## config.mk

```make
export PLATFORM = sky130hd
export DESIGN_NAME = uart_hex_reporter
export DESIGN_NICKNAME = d
export VERILOG_FILES = /design/src/rtl/uart_hex_reporter.sv
export SDC_FILE = /design/constraint.sdc
export NUM_CORES = 1
export LEC_CHECK = 0
export ABC_AREA = 1
export BUFFER_PORTS_ARGS = -buffer_cell sky130_fd_sc_hd__buf_2
export CORE_MARGIN = 1
export CORE_UTILIZATION = 35
export CTS_CLUSTER_SIZE = 12
export DETAILED_ROUTE_END_ITERATION = 8
export PLACE_DENSITY = 0.63
export SLEW_MARGIN = 20
export SYNTH_ARGS = -nofsm -noshare
export SYNTH_HDL_FRONTEND = slang
export SYNTH_SLANG_ARGS = --single-unit
```

## constraint.sdc

```tcl
create_clock -name i_Clock -period 2.8 [get_ports i_Clock]
set_input_delay 0.14 -clock i_Clock [delete_from_list [all_inputs] [get_ports i_Clock]]
set_output_delay 0.14 -clock i_Clock [all_outputs]
set_load 0.02 [all_outputs]
```

## src/rtl/uart_hex_reporter.sv

```systemverilog
// Report sequencer: turns a measurement word into ASCII hex (MS nibble first, optional CR/LF)
// and feeds the characters one at a time through the UART transmitter's byte handshake.
module uart_hex_reporter #(
  parameter int DATA_WIDTH = 32,
  parameter bit SEND_CRLF  = 1'b1,
  parameter bit UPPERCASE  = 1'b1
) (
  input  logic                  i_Clock,
  input  logic                  i_Rst_L,
  input  logic                  i_Data_DV,
  input  logic [DATA_WIDTH-1:0] i_Data,
  output logic                  o_Busy,
  output logic                  o_Report_Done,
  output logic                  o_Dropped,
  output logic                  o_TX_DV,
  output logic [7:0]            o_TX_Byte,
  input  logic                  i_TX_Done
);

  localparam int DIGITS = DATA_WIDTH / 4;
  localparam int NBYTES = DIGITS + (SEND_CRLF ? 2 : 0);
  localparam int IDX_W  = $clog2(DIGITS + 2) + 1;
  localparam logic [IDX_W-1:0] LAST_IDX = IDX_W'(NBYTES - 1);

  // Transmitter handshake: o_TX_DV is a one-cycle strobe that hands o_TX_Byte over; the next
  // byte is only issued after i_TX_Done, which is honoured solely while waiting on a byte.
  typedef enum logic [1:0] {
    S_IDLE = 2'd0,
    S_SEND = 2'd1,
    S_WAIT = 2'd2
  } state_t;

  state_t state, next_state;

  logic [DATA_WIDTH-1:0] data_q, data_d;
  logic [IDX_W-1:0]      idx_q, idx_d, idx_inc;
  logic                  busy_d, tx_dv_d, report_done_d, dropped_d;
  logic [7:0]            tx_byte_d;

  assign idx_inc = idx_q + IDX_W'(1);

  function automatic logic [7:0] char_of(input logic [DATA_WIDTH-1:0] d,
                                         input logic [IDX_W-1:0] i);
    logic [7:0] c;
    logic [3:0] nib;
    c   = 8'h0A;
    nib = 4'h0;
    if (int'(i) < DIGITS) begin
      nib = 4'(d >> (4 * (DIGITS - 1 - int'(i))));
      if (nib < 4'd10) c = 8'h30 + {4'h0, nib};
      else             c = (UPPERCASE ? 8'h37 : 8'h57) + {4'h0, nib};
    end else if (int'(i) == DIGITS) begin
      c = 8'h0D;
    end
    return c;
  endfunction

  always_ff @(posedge i_Clock or negedge i_Rst_L) begin
    if (!i_Rst_L) state <= S_IDLE;
    else          state <= next_state;
  end

  always_comb begin
    next_state = state;
    case (state)
      S_IDLE:  if (i_Data_DV) next_state = S_SEND;
      S_SEND:  next_state = S_WAIT;
      S_WAIT:  if (i_TX_Done) next_state = (idx_q == LAST_IDX) ? S_IDLE : S_SEND;
      default: next_state = S_IDLE;
    endcase
  end

  // Outputs are computed one cycle ahead so the strobe and byte appear on the entering edge.
  always_comb begin
    data_d        = data_q;
    idx_d         = idx_q;
    busy_d        = o_Busy;
    tx_dv_d       = 1'b0;
    tx_byte_d     = o_TX_Byte;
    report_done_d = 1'b0;
    dropped_d     = i_Data_DV & o_Busy;
    case (state)
      S_IDLE: begin
        if (i_Data_DV) begin
          data_d    = i_Data;
          idx_d     = '0;
          busy_d    = 1'b1;
          tx_dv_d   = 1'b1;
          tx_byte_d = char_of(i_Data, '0);
        end
      end
      S_SEND: begin
      end
      S_WAIT: begin
        if (i_TX_Done) begin
          if (idx_q == LAST_IDX) begin
            report_done_d = 1'b1;
            busy_d        = 1'b0;
          end else begin
            idx_d     = idx_inc;
            tx_dv_d   = 1'b1;
            tx_byte_d = char_of(data_q, idx_inc);
          end
        end
      end
      default: busy_d = 1'b0;
    endcase
  end

  always_ff @(posedge i_Clock or negedge i_Rst_L) begin
    if (!i_Rst_L) begin
      data_q        <= '0;
      idx_q         <= '0;
      o_Busy        <= 1'b0;
      o_TX_DV       <= 1'b0;
      o_TX_Byte     <= 8'h00;
      o_Report_Done <= 1'b0;
      o_Dropped     <= 1'b0;
    end else begin
      data_q        <= data_d;
      idx_q         <= idx_d;
      o_Busy        <= busy_d;
      o_TX_DV       <= tx_dv_d;
      o_TX_Byte     <= tx_byte_d;
      o_Report_Done <= report_done_d;
      o_Dropped     <= dropped_d;
    end
  end

endmodule
```

* Word-level counts from Yosys, hierarchy flattened
Index checks and enable logic that the tools add are counted.
** Storage, ports and cells
- Register bits after elaboration :: 51
- Latch bits :: 0
- Memory bits (writable) :: 0
- Bits in read-only memories :: 0
- Bits of input ports :: 36
- Output and inout port bits :: 12
- Logic and storage cells :: 61
- Memories :: 0
** Operators by class
- $add $sub $neg :: 6
- Multiply operators :: 0
- Divide/modulo/power cells :: 0
- Order comparisons :: 3
- Equal/unequal tests :: 8
- Shift-type cells :: 1
- Mux-type cells :: 27
- Bitwise operators :: 2
- Reduce and logical (&&, ||, !) cells :: 6
** Operators with widths (count)
- 8-bit 2-to-1 mux :: 4
- 32-bit by 32-bit >> shifter with 4-bit output :: 1
- 6-bit by 4-bit adder with 7-bit output, first input constant :: 4
- 8-bit case mux with 2 select lines :: 1
- 5-bit 2-to-1 mux :: 3
- 7-bit 2-to-1 mux :: 2
- 1-bit 2-to-1 mux :: 10
- 5-bit case mux with 2 select lines :: 1
- 4-bit < comparator, second input constant :: 2
- 2-bit inequality test, second input constant :: 4
- 4-bit AND reduction :: 2
- 2-bit case mux with 3 select lines :: 1
- 3-bit by 5-bit subtractor with 6-bit output, first input constant :: 1
- 5-bit by 1-bit adder with 5-bit output, second input constant :: 1
- 5-bit by 4-bit == test with 1-bit output, second input constant :: 1
- 5-bit == test, second input constant :: 1
- 5-bit by 4-bit < comparator with 1-bit output, second input constant :: 1
- 2-bit 2-to-1 mux :: 2
- 2-bit AND reduction :: 2
- 3-bit 2-to-1 mux :: 1
- 1-bit case mux with 3 select lines :: 1
- 2-bit by 1-bit == test with 1-bit output, second input constant :: 1
- 2-bit == test, second input constant :: 1
- 2-bit zero test :: 1
- other kinds (4) :: 4

* Longest topological paths before layout
- Depth after elaboration :: 9
- Depth in mapped cells :: 16
- Gate-level depth less buffers :: 15

* Worst setup path before layout
No wires, ideal clock.
- Kind :: flip-flop to flip-flop
- Start :: register idx_q[1]
- End :: register o_TX_Byte[1]
- Arrival time :: 2.008 ns
- Data required time :: 2.727 ns
- Path slack :: 0.719 ns
- Stages on the path, launching flop included :: 16
- Path buffers :: 1
- Period minus slack after synthesis :: 2.081 ns
- Cells stage by stage :: dfrtp_1 > inv_1 > ha_1 > buf_2 > inv_1 > o21ai_0 > nor2_1 > nor2_1 > nor2_1 > inv_2 > ha_1 > inv_1 > nand3_1 > nand2_1 > nand2_1 > a21oi_2
** On the way
- Longest elaborated chain between the ends :: 9
- Elaborated cells on any way between the ends :: 17
- Classes of those cells :: add/sub: 4; order compare: 2; eq/ne: 3; shift: 1; mux: 6; reduce/logical: 1
** RTL lines
- from (decl) :: RTL line 36 : logic [IDX_W-1:0] idx_q, idx_d, idx_inc;
- from (signal assigned) :: RTL line 121 : idx_q <= idx_d;
- 5-bit by 1-bit adder with 5-bit output :: RTL line 40 : assign idx_inc = idx_q + IDX_W'(1);
- 3-bit by 5-bit subtractor with 6-bit output :: RTL line 49 : nib = 4'(d >> (4 * (DIGITS - 1 - int'(i))));
- 32-bit by 32-bit >> shifter with 4-bit output :: RTL line 49
- 6-bit by 4-bit adder with 7-bit output (tied with other cells) :: RTL line 51 : else c = (UPPERCASE ? 8'h37 : 8'h57) + {4'h0, nib};
- 7-bit 2-to-1 mux :: RTL line 50 : if (nib < 4'd10) c = 8'h30 + {4'h0, nib};
- 8-bit 2-to-1 mux :: RTL line 48 : if (int'(i) < DIGITS) begin
- 8-bit 2-to-1 mux :: RTL line 96 : if (idx_q == LAST_IDX) begin
- 8-bit 2-to-1 mux :: RTL line 95 : if (i_TX_Done) begin
- 8-bit case mux with 2 select lines :: RTL line 82 : case (state)
- to (signal assigned) :: RTL line 124 : o_TX_Byte <= tx_byte_d;
- to (decl) :: RTL line 16 : output logic [7:0] o_TX_Byte,
Several ways; a longest one is shown, not always the timed one. The select of a mux whose other input is x is not followed.
A chain may end at the register's enable or synchronous reset.

* Worst setup path in the final report
- Start :: register idx_q[0]
- End :: register o_TX_Byte[1]
The elaborated chain is that of the path after synthesis.

==> run_results.csv <==
group,metric,value,unit
clock_network,clk_path_buf_depth,2,
global_route,track_usage,15.6,%
sta,slew_headroom,62.8,%
global_route,grt_pass1_vias,2142,
synthesis,ys_warn_count,0,
flow_run,drv_cap,0,
global_route,gr-total-overflow,0,
synthesis,synth_nets,360,
placement,dp_hpwl,4330,um
clock_network,postCtsHoldBufs,1,
worst_setup_path,crit_arrival,2.60,ns
synthesis,ys_ff_latch,50,
sta,period_share,84.4,%
worst_setup_path,required,3.03,ns
global_route,antenna_found_initial,0,
worst_setup_path,critPathCaptureType,"flip-flop",
worst_setup_path,cp_max_fo,10,
synthesis,synthFlopType,"dfrtp_1",
power_and_ir_drop,p_leak,1.57,nW
sta,fin_hold_ws,0.0463,ns
global_route,grt_pass1_wl,9630,um
clock_network,clkLatencyLatePin,0.29,ns
final_layout,fin_util,42.1,%
detailed_routing,post-route-drc-count,0,
sta,tns,0,ns
worst_setup_path,rrSetupSlack,0.44,ns
synthesis,synth-compound-area-share,8.80,%
detailed_routing,drt-pass1-iter-count,4,
detailed_routing,drt_iter0_drc,111,
final_layout,layout.nets,405,
synthesis,ys_seq_area_share,47.0,%
detailed_routing,vias,2202,
power_and_ir_drop,p_per_area,1170,nW/um2
synthesis,synth_top_family_by_area,"simple AND/OR/NAND/NOR gates",
synthesis,yosys-top-cells-count,"nand2_1, dfrtp_1, inv_1",
synthesis,synth.top_cell.area_share,47.0,%
sta,rsz0062_at_grt,"false",
power_and_ir_drop,ir_drop,0.397,mV
synthesis,synth_fa_ha_area_share,2.35,%
final_layout,syn_to_final_growth,15.3,%
synthesis,syn_avg_cell_area,8.34,um2
clock_network,postCtsResizedCells,0,
final_layout,nFillCells,801,
synthesis,syn_inst,319,
min_path,min_path_type,"in2reg",
clock_network,cts_tree,"built",
sta,fmax,423,MHz
placement,gpl.final_weighted_congestion,0.836,
floorplanning,num_io_pins,48,
detailed_routing,wl_per_cell,12.4,um
sta,hold_viol,0,
synthesis,synth_edf_count,0,
clock_network,post_cts_buffers,0,
worst_setup_path,critPathLaunchType,"flip-flop",
synthesis,synth_mux_area_share,5.93,%
sta,tightest_slew,0.558,ns
synthesis,synth_area,2660,um2
floorplanning,core,7290,um2
clock_network,clk_pin_slew_worst_paths,0.08,ns
worst_setup_path,crit_type,"reg2reg",
synthesis,async_reset_ff_share,100,%
synthesis,synthTopCellsByArea,"dfrtp_1, nand2_1, mux2_2",
sta,setup_viol,0,
placement,io_buffers,46,
clock_network,cts_buffers,5,
synthesis,synth.most_common_cell,"nand2_1",
clock_network,cts_sinks,50,
final_layout,n_antenna_cell,0,
global_route,grt_max_degree,54,
sta,fin_skew,0.00332,ns
sta,min_period,2.36,ns
status,status,"complete, no violations",
detailed_routing,drt-total-wl,5750,um
floorplanning,num_rows,31,
clock_network,root_buffer,"clkbuf_8",
clock_network,cts_max_level,2,
synthesis,yosysUniqueCellTypes,31,
sta,finalMaxSlewViolations,0,
synthesis,synth_top_area_cell,"dfrtp_1",
synthesis,synth-xor-area-share,0.941,%
detailed_routing,antenna_left,0,
synthesis,yosys.area_share.simple,26.3,%
detailed_routing,viasPerCell,4.76,
floorplanning,chipWidth,89.2,um
floorplanning,initial_core_util,36.5,%
final_layout,drive_above_1_share,24.7,%
floorplanning,die_area,7950,um2
floorplanning,die-height,89.2,um
-- stage by stage --
| stage | std cells | power [mW] | setup WS, ns | area (um2) |
|---|---|---|---|---|
| 6_report | 463 | 3.59 | 0.436 | 3070 |
| 5_1_grt | 463 | 3.95 | 0.182 | 3070 |
| 4_1_cts | 463 | 3.63 | 0.448 | 3070 |
| 3_5_place_dp | 455 | 3.22 | 0.472 | 2980 |
| 3_3_place_gp | 454 | 3.17 | 0.569 | 2960 |
| 2_1_floorplan | 319 | 2.77 | 0.719 | 2660 |
-- layout make-up --
class | instances | area, um2 | area share (%)
multi-input combinational | 216 | 1190 | 38.7
timing repair buffer | 50 | 275 | 8.98
clock buffer | 7 | 76.3 | 2.49
inverter | 41 | 154 | 5.02
tap | 99 | 124 | 4.04
sequential | 50 | 1250 | 40.8
-- report_power, final --
part / total (mW) / switching, mW / leakage [nW] / internal, mW
clock network: 0.393 / 0.220 / 0.0383 / 0.173
logic: 1.97 / 1.24 / 0.944 / 0.731
registers: 1.22 / 0.177 / 0.592 / 1.05
total: 3.59 / 1.64 / 1.57 / 1.95
-- routing by layer --
metal | vias up | GRT usage (%) | part of all wire [%]
met5 | - | 0 | 0
met4 | 0 | 4.76 | 1.1
met3 | 6 | 3.23 | 4.8
met2 | 57 | 24.9 | 45
met1 | 1028 | 21.3 | 49
li1 | 1111 | - | -
-- worst max-delay path, stage by stage (launching register included) --
cell and delay [ns]:
dfrtp_1 0.46, ha_1 0.45, inv_1 0.24, o21ai_0 0.12, nor2_1 0.12, nor2_1 0.06
nor2_1 0.17, inv_2 0.06, ha_1 0.27, inv_1 0.06, nand3_1 0.07, nand2_1 0.06
nand2_1 0.05, a21oi_2 0.10
-- final timing paths --
check,start,end,depth (start not counted)
setup / recovery,idx_q[0],o_TX_Byte[1],13
hold / removal,i_TX_Done,state[1],2
setup reg to reg,idx_q[0],o_TX_Byte[1],13
hold reg to reg,o_TX_Byte[2],o_TX_Byte[2],2
max in group asynchronous,i_Rst_L,data_q[28],3
min in group asynchronous,i_Rst_L,data_q[14],2
-- cells in the final DEF (no fill, tap or decap), types with 2 or more instances in the layout --
| cell | count |
|---|---|
| inv_1 | 38 |
| nor2_4 | 2 |
| nand2_4 | 2 |
| nand3_1 | 22 |
| nor3_1 | 5 |
| mux2_2 | 14 |
| o21ai_1 | 4 |
| dfrtp_1 | 50 |
| buf_4 | 2 |
| o21ai_0 | 12 |
| ha_1 | 5 |
| nand2_1 | 67 |
| a21oi_2 | 2 |
| nor2_1 | 33 |
| nand2_2 | 6 |
| nand4_1 | 5 |
| clkbuf_1 | 2 |
| o22ai_1 | 3 |
| nand3_2 | 4 |
| a21oi_1 | 22 |
| buf_2 | 46 |
| clkbuf_8 | 5 |
| inv_2 | 3 |
-- sequential cells by signal, summed over array words and instances, names as in the netlist --
register,count
state,2
o_TX_DV,1
o_Busy,1
o_Report_Done,1
o_TX_Byte,7
data_q,32
o_Dropped,1
idx_q,5
-- kinds of logic after synthesis --
group / Yosys count
AO/OA/AOI/OAI: 44
buffers and inverters: 53
XOR/XNOR: 2
other: 1
multiplexers: 14
adder cells (fa/ha/maj): 5
flip-flops: 50
AND/OR/NAND/NOR: 150
Note: power is estimated with default switching activity, not from simulation.
